--- src/rtl/rv32i_types_pkg.sv ---
// Shared RV32I datapath types: machine word, redirect source and scheduler buffer state.
package rv32i_types_pkg;

    localparam int WORD_W = 32;

    typedef logic [WORD_W-1:0] word_t;

    typedef enum logic {
        REDIR_ID = 1'b0,
        REDIR_EX = 1'b1
    } redirect_src_t;

    typedef enum logic {
        SCHED_EMPTY = 1'b0,
        SCHED_FULL  = 1'b1
    } sched_state_t;

endpackage

--- src/rtl/redirect_buf.sv ---
// One-entry redirect holding register: load on grant, empty on drain or flush.
module redirect_buf
    import rv32i_types_pkg::*;
#(
    parameter int WIDTH = WORD_W
) (
    input  logic              CLK,
    input  logic              nRST,
    input  logic              load,
    input  logic              drain,
    input  logic              flush,
    input  logic [WIDTH-1:0]  load_addr,
    input  redirect_src_t     load_src,
    input  logic              load_mis,
    output logic              valid,
    output logic [WIDTH-1:0]  addr,
    output redirect_src_t     src,
    output logic              misaligned
);

    sched_state_t state, state_nxt;

    always_ff @(posedge CLK or negedge nRST) begin
        if (!nRST) state <= SCHED_EMPTY;
        else       state <= state_nxt;
    end

    // Flush beats everything; a load while draining reloads rather than empties.
    always_comb begin
        state_nxt = state;
        if (flush)      state_nxt = SCHED_EMPTY;
        else if (load)  state_nxt = SCHED_FULL;
        else if (drain) state_nxt = SCHED_EMPTY;
    end

    always_comb begin
        valid = (state == SCHED_FULL);
    end

    always_ff @(posedge CLK or negedge nRST) begin
        if (!nRST) begin
            addr       <= '0;
            src        <= REDIR_ID;
            misaligned <= 1'b0;
        end else if (load && !flush) begin
            addr       <= load_addr;
            src        <= load_src;
            misaligned <= load_mis;
        end
    end

endmodule

--- src/rtl/jump_target_sched.sv ---
// Arbitrates decode/execute jump target requests, computes base+offset and buffers the redirect.
// Optional performance counters are enabled with `define JUMP_TARGET_SCHED_PERF_EN.
module jump_target_sched
    import rv32i_types_pkg::*;
#(
    parameter int         WIDTH      = WORD_W,
    parameter logic [1:0] ALIGN_MASK = 2'b10
) (
    input  logic              CLK,
    input  logic              nRST,
    input  logic              ex_req,
    input  logic [WIDTH-1:0]  ex_base,
    input  logic [WIDTH-1:0]  ex_offset,
    input  logic              ex_is_jalr,
    output logic              ex_gnt,
    input  logic              id_req,
    input  logic [WIDTH-1:0]  id_base,
    input  logic [WIDTH-1:0]  id_offset,
    output logic              id_gnt,
    input  logic              flush,
    output logic              redirect_valid,
    output logic [WIDTH-1:0]  redirect_addr,
    output logic              redirect_src,
`ifdef JUMP_TARGET_SCHED_PERF_EN
    output logic [31:0]       perf_redirects,
    output logic [31:0]       perf_stalls,
    output logic [31:0]       perf_overwrites,
`endif
    output logic              redirect_misaligned,
    input  logic              redirect_ready
);

    logic             drain, buf_free, hold_id, overwrite, load;
    logic [WIDTH-1:0] op_a, op_b, sum, tgt;
    logic             tgt_mis;
    redirect_src_t    buf_src, load_src;

    assign drain    = redirect_valid & redirect_ready;
    assign buf_free = ~redirect_valid | drain;
    assign hold_id  = redirect_valid & (buf_src == REDIR_ID);

    // Execute squashes a younger buffered decode redirect; decode never displaces anything.
    assign ex_gnt    = ~flush & ex_req & (buf_free | hold_id);
    assign id_gnt    = ~flush & id_req & ~ex_req & buf_free;
    assign overwrite = ex_gnt & hold_id & ~drain;
    assign load      = ex_gnt | id_gnt;
    assign load_src  = ex_gnt ? REDIR_EX : REDIR_ID;

    // Single shared adder; execute owns it whenever it is requesting.
    assign op_a    = ex_req ? ex_base   : id_base;
    assign op_b    = ex_req ? ex_offset : id_offset;
    assign sum     = op_a + op_b;
    assign tgt     = {sum[WIDTH-1:1], sum[0] & ~(ex_req & ex_is_jalr)};
    assign tgt_mis = |(tgt[1:0] & ALIGN_MASK);

    redirect_buf #(.WIDTH(WIDTH)) u_buf (
        .CLK        (CLK),
        .nRST       (nRST),
        .load       (load),
        .drain      (drain),
        .flush      (flush),
        .load_addr  (tgt),
        .load_src   (load_src),
        .load_mis   (tgt_mis),
        .valid      (redirect_valid),
        .addr       (redirect_addr),
        .src        (buf_src),
        .misaligned (redirect_misaligned)
    );

    assign redirect_src = (buf_src == REDIR_EX);

`ifdef JUMP_TARGET_SCHED_PERF_EN
    logic stall;
    assign stall = (ex_req & ~ex_gnt) | (id_req & ~id_gnt);

    always_ff @(posedge CLK or negedge nRST) begin
        if (!nRST) begin
            perf_redirects  <= '0;
            perf_stalls     <= '0;
            perf_overwrites <= '0;
        end else begin
            if (drain)     perf_redirects  <= perf_redirects + 32'd1;
            if (stall)     perf_stalls     <= perf_stalls + 32'd1;
            if (overwrite) perf_overwrites <= perf_overwrites + 32'd1;
        end
    end
`endif

endmodule

--- config.mk ---
export PLATFORM = sky130hd
export DESIGN_NAME = jump_target_sched
export DESIGN_NICKNAME = d
export VERILOG_FILES = /design/src/rtl/rv32i_types_pkg.sv /design/src/rtl/redirect_buf.sv /design/src/rtl/jump_target_sched.sv
export SDC_FILE = /design/constraint.sdc
export NUM_CORES = 1
export LEC_CHECK = 0
export CORE_MARGIN = 4
export CORE_UTILIZATION = 46
export DETAILED_ROUTE_END_ITERATION = 7
export GPL_TIMING_DRIVEN = 0
export PLACE_DENSITY = 0.88
export SETUP_SLACK_MARGIN = 0.3
export SLEW_MARGIN = 20
export SYNTH_ARGS = -nofsm -noshare
export SYNTH_HDL_FRONTEND = slang
export SYNTH_SLANG_ARGS = --single-unit
--- constraint.sdc ---
create_clock -name CLK -period 4.1 [get_ports CLK]
set_clock_uncertainty 0.1 [all_clocks]
set_input_delay 1.23 -clock CLK [delete_from_list [all_inputs] [get_ports CLK]]
set_output_delay 1.23 -clock CLK [all_outputs]
set_load 0.02 [all_outputs]
Word-level counts from Yosys, hierarchy flattened --
Index checks and enable logic that the tools add are counted.
Storage, ports and cells: output and inout bits 37, memories kept 0, memory bits (writable) 0, memory bits (read-only) 0, bits in registers 35, latch bits 0
Cells by class: multiplexer cells 6, order comparisons 0, divide/modulo/power cells 0, eq/ne operators 0, bitwise operators 17, multiply operators 0, add/subtract/negate cells 1, reductions and logical operators 3, shifts and indexed selects 0
Operators with widths (number):
- 32-bit 2-to-1 mux | 2
- 32-bit adder | 1
- 1-bit AND | 9
- 1-bit inverter | 5
- 1-bit 2-to-1 mux | 4
- 1-bit bitwise OR | 3
- 3-bit nonzero test | 1
- 1-bit logical AND | 1
- 1-bit zero test | 1

Longest topological paths before layout --
Gate-level depths: netlist of run 1.
depth after elaboration 7, depth in mapped cells 14, gate-level depth less buffers 11

Hierarchy --
From an unflattened synthesis of run 1, not the netlist that was laid out.
Unflattened totals: cells, all modules 399, area total of the unflattened synthesis 3932.5 um^2
Modules (own cells, without submodules):
- jump_target_sched | seq. area each 0.0 um^2, area an instance 2461.1 um^2, cells each 322, times used 1
- redirect_buf | seq. area each 875.8 um^2, area an instance 1471.4 um^2, cells each 77, times used 1

Least setup slack after synthesis of run 1 --
Ideal clock, no wire load.
kind input port to flip-flop, start input ex_req, end register u_buf.addr[30], setup slack -417 ps, arrival 4302 ps, stages 14, path through clkbuf_1 -> buf_1 -> clkbuf_1 -> mux2_2 -> ha_1 -> clkbuf_1 -> a21o_1 -> a21o_1 -> a21o_1 -> nand2b_1 -> a21boi_0 -> or4b_1 -> a31o_2 -> o311ai_0
On the way: word-level cells in the longest chain between the ends 5
RTL lines:
- start, declared | line jump_target_sched.sv:11 | input logic ex_req,
- branches (longest 5 deep; another with 32-bit adder)
- end signal, assigned | line redirect_buf.sv:46 | addr <= load_addr;
- end, declared | line redirect_buf.sv:16 | output logic [WIDTH-1:0] addr,
Several ways; the timed one is not identified. A chain may end at the register's enable or synchronous reset.

Worst setup path in the final report of run 1 --
start input ex_req, end register u_buf.addr[28]
Same word-level chain as after synthesis.

==> results of run 1 <==
## state kept, by name (all words and copies together) (netlist names)
| register | cells |
|---|---|
| u_buf.valid | 1 |
| u_buf.addr | 32 |
| u_buf.src | 1 |
## repair_timing
item,in CTS,in global routing
setup buffers,12,15
cloned,1,1
hold endpoints to repair,0,0
gates resized for setup,54,40
pin swaps,21,35
setup endpoints to repair,15,18
## area by class of cell
| cell class | count | area share (%) |
|---|---|---|
| plain buffers | 25 | 3.43 |
| clock buffers | 7 | 1.37 |
| clock inverters | 1 | 0.0793 |
| inverters | 10 | 0.595 |
| multi-input cells | 368 | 47.7 |
| flip-flops and latches | 34 | 13.5 |
| well taps | 102 | 2.02 |
| repair buffers | 200 | 31.3 |
## power groups by stage
stage          registers, mW  clock network (mW)  logic (mW)
3_5_place_dp           0.494                   0        1.10
5_1_grt                0.501               0.286        1.36
2_1_floorplan          0.605                   0       0.507
3_3_place_gp           0.486                   0        1.07
4_1_cts                0.487               0.264        1.17
6_report               0.493               0.268        1.28
## critical path, cell delays in order
cell	delay [ns]
sky130_fd_sc_hd__clkbuf_16	0.15
sky130_fd_sc_hd__buf_8	0.14
sky130_fd_sc_hd__buf_4	0.13
sky130_fd_sc_hd__buf_4	0.12
sky130_fd_sc_hd__mux2_2	0.29
sky130_fd_sc_hd__ha_4	0.29
sky130_fd_sc_hd__o21ai_0	0.08
sky130_fd_sc_hd__inv_1	0.13
sky130_fd_sc_hd__a21oi_2	0.07
sky130_fd_sc_hd__o31a_1	0.33
sky130_fd_sc_hd__o31a_1	0.29
sky130_fd_sc_hd__buf_6	0.14
sky130_fd_sc_hd__o41ai_2	0.27
sky130_fd_sc_hd__xnor2_1	0.17
sky130_fd_sc_hd__o21ai_1	0.07
## per-layer routing
layer / global-route usage (%) / wire [um] / share of wire, % / vias to the layer above
met1: 30.7 / 5370 / 38 / 2100
li1: - / - / - / 2016
met3: 5.17 / 936 / 6.6 / 37
met2: 49.6 / 7420 / 52 / 226
met4: 9.90 / 433 / 3.1 / 0
met5: 0 / 0 / 0 / -
## Yosys cell counts (2+ instances only)
cell type / number
sky130_fd_sc_hd__nand2_1: 64
sky130_fd_sc_hd__mux2_2: 62
sky130_fd_sc_hd__o21ai_0: 43
sky130_fd_sc_hd__a21oi_1: 36
sky130_fd_sc_hd__dfrtp_1: 34
sky130_fd_sc_hd__ha_1: 31
sky130_fd_sc_hd__clkbuf_1: 19
sky130_fd_sc_hd__nor2_1: 15
sky130_fd_sc_hd__a21o_1: 14
sky130_fd_sc_hd__xnor2_1: 14
sky130_fd_sc_hd__xor2_1: 12
sky130_fd_sc_hd__inv_1: 10
sky130_fd_sc_hd__nand3_1: 8
sky130_fd_sc_hd__a31oi_1: 6
sky130_fd_sc_hd__nand4_1: 6
sky130_fd_sc_hd__o211ai_1: 5
sky130_fd_sc_hd__o21bai_1: 5
sky130_fd_sc_hd__and3_1: 4
sky130_fd_sc_hd__buf_1: 4
sky130_fd_sc_hd__a221oi_1: 3
sky130_fd_sc_hd__nand2b_1: 3
sky130_fd_sc_hd__nor3_1: 3
sky130_fd_sc_hd__o21a_1: 3
sky130_fd_sc_hd__o311ai_0: 3
sky130_fd_sc_hd__a21boi_0: 2
sky130_fd_sc_hd__a31o_2: 2
sky130_fd_sc_hd__nor2b_1: 2
sky130_fd_sc_hd__nor3b_1: 2
sky130_fd_sc_hd__o31a_1: 2
## metrics by stage
stage	instance area, um2	std cells
4_1_cts	6050	731
6_report	6310	747
2_1_floorplan	3840	437
5_1_grt	6310	747
3_3_place_gp	5670	709
3_5_place_dp	5680	710
## cell families after synthesis
group	share of synthesized area [%]
simple gates	13.6
buf+inv	3.72
xor+xnor	6.21
fa+ha+maj	11.1
compound gates	23.2
flops	23.2
mux	19.0
## worst paths after layout
check | startpoint | end | slack [ns]
worst max-delay path | ex_req | u_buf.addr[28]$_DFFE_PN0P_ | 0.25
worst min-delay path | u_buf.addr[23]$_DFFE_PN0P_ | u_buf.addr[23]$_DFFE_PN0P_ | 0.39
worst max register to register | u_buf.valid$_DFFE_PN0P_ | u_buf.addr[31]$_DFFE_PN0P_ | 2.02
worst min register to register | u_buf.addr[23]$_DFFE_PN0P_ | u_buf.addr[23]$_DFFE_PN0P_ | 0.39
max in group asynchronous | nRST | u_buf.addr[10]$_DFFE_PN0P_ | 2.82
min in group asynchronous | nRST | u_buf.addr[31]$_DFFE_PN0P_ | 0.67
==> qor_table.md, run 1 <==
| Parameter | Reported |
|---|---|
| Port Buffers | 170 |
| Logic gate share of total power | 62.7% |
| Fraction of power consumed by sequential logic | 24.1% |
| Root Buffer Master | sky130_fd_sc_hd__clkbuf_8 |
| Most common cell after layout, fill and taps aside | sky130_fd_sc_hd__clkdlybuf4s50_1 |
| Die X | 97.3 um |
| Slew HR | 50.6% |
| Synth Register Bits | 34 |
| Die Y | 97.3 um |
| Cell accounting for the most synthesized area | sky130_fd_sc_hd__dfrtp_1 |
| Required time at the endpoint of the critical path | 4.16 ns |
| Count of inserted antenna diode cells | 0 |
| Final #Nets | 811 |
| Share of total power consumed by net switching | 40.9% |
| Sw Pwr | 0.836 mW |
| Share of the core filled with cells | 81.6% |
| Number of design rule violations left after detail routing | 0 |
| Reg2Reg Depth | 8 |
| Cell variety after synth | 49 |
| Clock tree from TritonCTS | done |
| Setup violators final | 0 |
| Number of DRC violations after detailed-routing iteration 0 | 307 |
| Max IR drop VDD | 0.184 mV |
| First-pass GRT wire length | 21.3 mm |
| Count of nets left with antenna violations after detail routing | 0 |
| LEAKAGE | 2.65 nW |
| Endpoints failing hold | 0 |
| Starting utilization of the core area | 47.5% |
| Commonest register cell after synthesis | sky130_fd_sc_hd__dfrtp_1 |
| Post-route worst setup slack | 0.250 ns |
| Syn Nets | 604 |
| Clock insertion delay at the later pin of the skew report | 0.29 ns |
| Area share of the leading cell type in the synthesized netlist | 23.2% |
| Tcrit/Tclk final | 93.9% |
| Grt ovf | 0 |
| Highest-count cells in the layout ignoring fill and taps | 154 x sky130_fd_sc_hd__clkdlybuf4s50_1, 60 x sky130_fd_sc_hd__nand2_1, 52 x sky130_fd_sc_hd__mux2_2 |
| Number of enable-type register cells in the synthesized netlist | 0 |
| Share of flip-flops with an asynchronous set or reset after synthesis | 100% |
| Vias in the first global route | 4,400 |
| Clock power share | 13.1% |
| Post-Route Hold Slack | 0.394 ns |
| Highest net fanout along the worst path | 7 |
| Synthesized instance count | 437 |
| Mean routed wirelength per cell | 19.0 um |
| Number of clock sinks seen by CTS | 34 |
| Filler cells | 492 |
| Max-slew violation count | 0 |
| Die area | 9470 um2 |
| Vias per cell | 5.86 |
| Count of synthesis-stage warnings from yosys | 0 |
| Pre-CTS setup slack | -0.185 ns |
| Classification of the worst-slack hold path | reg2reg |
| Global placer's final weighted congestion | 0.910 |
| Multi-input logic area | 3010 um2 |
| Slew at the pin with the worst max-slew slack | 0.742 ns |
| Share of layout cells above drive strength 1 | 25.4% |
| Post-Synthesis Cell Area | 3670 um2 |
| Worst setup EP type | flip-flop |
| Status | complete, no violations |
| Min-Delay Path Depth | 2 |
| Total power | 2.04 mW |
| Placed wire-length estimate after detailed placement | 10.1 mm |
| Clk pin slew, worst setup/hold paths | 0.07 ns |
| Total of hold buffers inserted after clock tree synthesis | 0 |
| Internal power | 1.21 mW |
| Maximum number of pins on one net before global-route repair | 31 |
| WL final | 14.2 mm |
| Crit path arrival time | 3.91 ns |
| Clk buf depth | 2 |
| Clock buffers created by TritonCTS | 5 |
| Power density relative to cell area | 324 nW/um2 |
| Number of optimization iterations in the first detailed-route pass | 5 |
| Avg Synthesized Cell Area | 8.40 um2 |
| Sequential element share of the synthesized area | 23.2% |
| FMAX | 260 MHz |
| Area occupied by registers | 851 um2 |
| Global-route usage over all layers | 26.9% |
| Type of element launching the critical path | primary input |
| Growth of design area from synthesis to finish | 71.9% |
| Worst Setup Path Type | in2reg |
| Final min period | 3.85 ns |
| CTS H-tree lvls | 2 |
| Core Rows | 32 |
| Area of the core region | 7730 um2 |
| Final-layout setup total negative slack | 0 ns |
| Initial antenna violation count | 0 |
| Biggest area contributors in the synthesized netlist | sky130_fd_sc_hd__dfrtp_1 23%, sky130_fd_sc_hd__mux2_2 19%, sky130_fd_sc_hd__ha_1 11% |
| IO Count | 172 |
| Unrepaired setup endpoints after global routing | yes |
| Maximum Capacitance Violations | 0 |
| Number of vias in the routed layout | 4,379 |
No activity file was read; power rests on OpenSTA's default activity.
==> inputs of run 2 (changes only) <==
--- a/config.mk
+++ b/config.mk
@@ -5,8 +5,9 @@
 export SDC_FILE = /design/constraint.sdc
 export NUM_CORES = 1
 export LEC_CHECK = 0
+export ABC_AREA = 1
 export CORE_MARGIN = 4
-export CORE_UTILIZATION = 46
+export CORE_UTILIZATION = 49
 export DETAILED_ROUTE_END_ITERATION = 7
 export GPL_TIMING_DRIVEN = 0
 export PLACE_DENSITY = 0.88
==> qor_table.md, run 2 <==
| Parameter | Reported | Change |
|---|---|---|
| Sequential element share of the synthesized area | 18.9% | -4.3 points |
| Avg Synthesized Cell Area | 5.45 um2 | -35% |
| LEAKAGE | 3.67 nW | +38% |
| Type of element launching the critical path | primary input |  |
| Maximum Capacitance Violations | 0 | unchanged |
| Tcrit/Tclk final | 89.9% | -4.0 points |
| Core Rows | 34 | +6.3% |
| Count of nets left with antenna violations after detail routing | 0 | unchanged |
| CTS H-tree lvls | 2 | unchanged |
| Maximum number of pins on one net before global-route repair | 35 | +13% |
| Amount of wire on met2 after detailed routing | 5.84 mm | -21% |
| Post-Synthesis Cell Area | 4510 um2 | +23% |
| Area of the core region | 8850 um2 | +15% |
| Growth of design area from synthesis to finish | 44.8% |  |
| Fin area | 6520 um2 | +3.4% |
| Flip-flop count of the largest register after layout | 32 | unchanged |
| Commonest register cell after synthesis | sky130_fd_sc_hd__dfrtp_1 |  |
| Clock power share | 13.0% | about the same |
| Number of enable-type register cells in the synthesized netlist | 0 | unchanged |
| Total power | 1.91 mW | -6.5% |
| Grt ovf | 0 | unchanged |
| Vias in the first global route | 4,818 | +9.5% |
| IO Count | 172 | unchanged |
| Initial antenna violation count | 0 | unchanged |
| Mean routed wirelength per cell | 11.5 um | -39% |
| Number of vias in the routed layout | 5,332 | +22% |
| Starting utilization of the core area | 50.9% | +3.4 points |
| Final min period | 3.69 ns | -0.163 ns |
| Die area | 10,800 um2 | +14% |
| Unrepaired setup endpoints after global routing | no |  |
| Syn Nets | 994 | +65% |
| Clk pin slew, worst setup/hold paths | 0.06 ns | about the same |
| Top reg by flops | u_buf.addr |  |
| Cell variety after synth | 32 | -35% |
| Status | complete, no violations |  |
| Number of design rule violations left after detail routing | 0 | unchanged |
| Slowest cell delay on critical path | 0.45 ns | +0.12 ns |
| Cell breakdown of the critical path | clkdlybuf4s50_1, nor2_1, inv_1, nand4_1, inv_1, dlygate4sd2_1 |  |
| Sw Pwr | 0.812 mW | -2.9% |
| Power density relative to cell area | 293 nW/um2 | -9.6% |
| Required time at the endpoint of the critical path | 2.77 ns | -1.39 ns |
| Slew at the pin with the worst max-slew slack | 0.735 ns | -0.00655 ns |
| Filler cells | 777 | +58% |
| Setup bufs post-CTS | 0 | -12 |
| Synthesized instance count | 827 | +89% |
| Worst setup EP type | output pin |  |
| Final #Nets | 1,172 | +45% |
| Number of optimization iterations in the first detailed-route pass | 5 | unchanged |
| M1 wire length | 5.92 mm | +10% |
| Internal power | 1.10 mW | -9.1% |
| Slowest stage cell, crit path | sky130_fd_sc_hd__clkdlybuf4s50_1 |  |
| Number of DRC violations after detailed-routing iteration 0 | 235 | -23% |
| Setup violators final | 0 | unchanged |
| Share of layout cells above drive strength 1 | 8.95% | -16 points |
| Biggest area contributors in the synthesized netlist | sky130_fd_sc_hd__nand2_1 38%, sky130_fd_sc_hd__dfrtp_1 19%, sky130_fd_sc_hd__inv_1 9.0% |  |
| Highest net fanout along the worst path | 2 | -5 |
| Clock buffers created by TritonCTS | 5 | unchanged |
| Die X | 104 um | +6.8% |
| Detailed route wirelength on metal3 | 877 um | -6.3% |
| Synth Register Bits | 34 | unchanged |
| Die Y | 104 um | +6.8% |
| Root Buffer Master | sky130_fd_sc_hd__clkbuf_8 |  |
| Share of flip-flops with an asynchronous set or reset after synthesis | 100% | unchanged |
| Number of clock sinks seen by CTS | 34 | unchanged |
| Cell accounting for the most synthesized area | sky130_fd_sc_hd__nand2_1 |  |
| Global placer's final weighted congestion | 0.934 | +2.6% |
| Highest-count cells in the layout ignoring fill and taps | 450 x sky130_fd_sc_hd__nand2_1, 167 x sky130_fd_sc_hd__clkdlybuf4s50_1, 108 x sky130_fd_sc_hd__inv_1 |  |
| Clock insertion delay at the later pin of the skew report | 0.28 ns | about the same |
| WL final | 12.8 mm | -9.4% |
| Port Buffers | 171 | +0.59% |
| Most common cell after layout, fill and taps aside | sky130_fd_sc_hd__nand2_1 |  |
| Category of cells accounting for the largest share of critical-path delay | buffers and inverters |  |
| Clock tree from TritonCTS | done |  |
| Logic gate share of total power | 61.5% | -1.2 points |
| Worst Setup Path Type | in2out |  |
| Area share of the leading cell type in the synthesized netlist | 37.7% | +15 points |
| Crit path arrival time | 2.36 ns | -1.55 ns |
| Placed wire-length estimate after detailed placement | 10.9 mm | +8.7% |
| Count of synthesis-stage warnings from yosys | 0 | unchanged |
| Uppermost layer routed | met4 |  |
| Share of total power consumed by net switching | 42.5% | +1.6 points |
| Slew HR | 51.0% | +0.44 points |
| First-pass GRT wire length | 20.9 mm | -1.6% |
| Dominant cell by count in the synthesized netlist | sky130_fd_sc_hd__nand2_1 |  |
| Vias per cell | 4.79 | -18% |
| Max-slew violation count | 0 | unchanged |
| Clk buf depth | 2 | unchanged |
| Most repeated library cell on the critical path | sky130_fd_sc_hd__inv_1 |  |
| Fraction of power consumed by sequential logic | 25.4% | +1.3 points |
| Global-route usage over all layers | 22.8% | -4.1 points |
| Classification of the worst-slack hold path | reg2reg |  |
| Max IR drop VDD | 0.195 mV | +6.2% |
| FMAX | 271 MHz | +4.4% |
| Count of inserted antenna diode cells | 0 | unchanged |
| Endpoints failing hold | 0 | unchanged |
| Placed Instance Area | 6350 um2 | +12% |
| Commonest cells in the netlist | 453 x sky130_fd_sc_hd__nand2_1, 108 x sky130_fd_sc_hd__inv_1, 39 x sky130_fd_sc_hd__nand3_1, 34 x sky130_fd_sc_hd__dfrtp_1 |  |
| Buf/Inv on CP | 4 | -2 |
[run 2: cell count changes after synthesis, sizes merged, moves of 6 or more]
cell / change
a31oi: -6
inv: +105
a21oi: -16
nor2: +23
buf: +9
mux2: -62
o211ai: -6
nand2: +405
xor2: -12
nand3: +39
clkbuf: -13
a21o: -13
o21ai: -28
[run 2: power by group through the flow]
stage          registers (mW)  logic (mW)  clock network [mW]
6_report                0.486        1.18               0.249
2_1_floorplan           0.602       0.554                   0
5_1_grt                 0.497        1.29               0.262
4_1_cts                 0.486        1.15               0.251
3_3_place_gp            0.486        1.13                   0
3_5_place_dp            0.492        1.15                   0
[run 2: logic make-up after synthesis]
logic type	Yosys count	synth area share [%]
xor gates and xnor gates	16	3.11
DFF	34	18.9
adders and majority gates	32	9.05
and+or+nand+nor	567	52.1
AOI/OAI and AO/OA	41	4.94
buffers and inverters	137	11.9
[run 2: per-stage QoR]
stage / hold slack (ns) / cells / setup slack (ns) / utilization, % / TNS (ns)
2_1_floorplan: 0.484 / 827 / 0.871 / - / 0
3_3_place_gp: 0.363 / 1106 / -0.180 / 71.8 / -0.810
3_5_place_dp: 0.370 / 1106 / -0.159 / 71.7 / -0.844
4_1_cts: 0.384 / 1114 / 0.259 / 72.8 / 0
5_1_grt: 0.404 / 1114 / 0.331 / 73.7 / 0
6_report: 0.382 / 1114 / 0.413 / 73.7 / 0
[run 2: worst paths after layout]
path	start	end	slack (ns)	depth (start not counted)
worst min register to register	u_buf.addr[30]$_DFFE_PN0P_	u_buf.addr[30]$_DFFE_PN0P_	0.38	2
worst max register to register	u_buf.valid$_DFFE_PN0P_	u_buf.addr[25]$_DFFE_PN0P_	2.55	10
min in group asynchronous	nRST	u_buf.addr[4]$_DFFE_PN0P_	0.90	1
worst max-delay path	redirect_ready	id_gnt	0.41	6
max in group asynchronous	nRST	u_buf.addr[10]$_DFFE_PN0P_	2.53	1
worst min-delay path	u_buf.addr[30]$_DFFE_PN0P_	u_buf.addr[30]$_DFFE_PN0P_	0.38	2
[run 2: final cells by class]
type                       count  area, um2  area share (%)
tap                          108        135            2.07
buffer                        21        128            1.96
inverter                     116        435            6.67
clock inverter                 1       5.00          0.0767
multi-input combinational    656       3180            48.7
clock buffer                   7       86.3            1.32
sequential                    34        851            13.0
timing repair buffer         171       1710            26.2
[run 2: tightest hold or removal path, cell delays in order (launching register included)]
cell and delay [ns]:
sky130_fd_sc_hd__dfrtp_1 0.34, sky130_fd_sc_hd__nand2_1 0.06, sky130_fd_sc_hd__nand2_1 0.05
[run 2: routing by layer]
metal	vias up	GRT usage [%]
met4	0	6.36
li1	2858	-
met1	2266	30.4
met3	17	3.54
met5	-	0
met2	191	38.3
[run 2: what timing repair did]
action,in CTS,in global routing
gates resized for setup,8,36
pin swaps,0,0
setup endpoints to repair,15,23
hold buffers,0,0
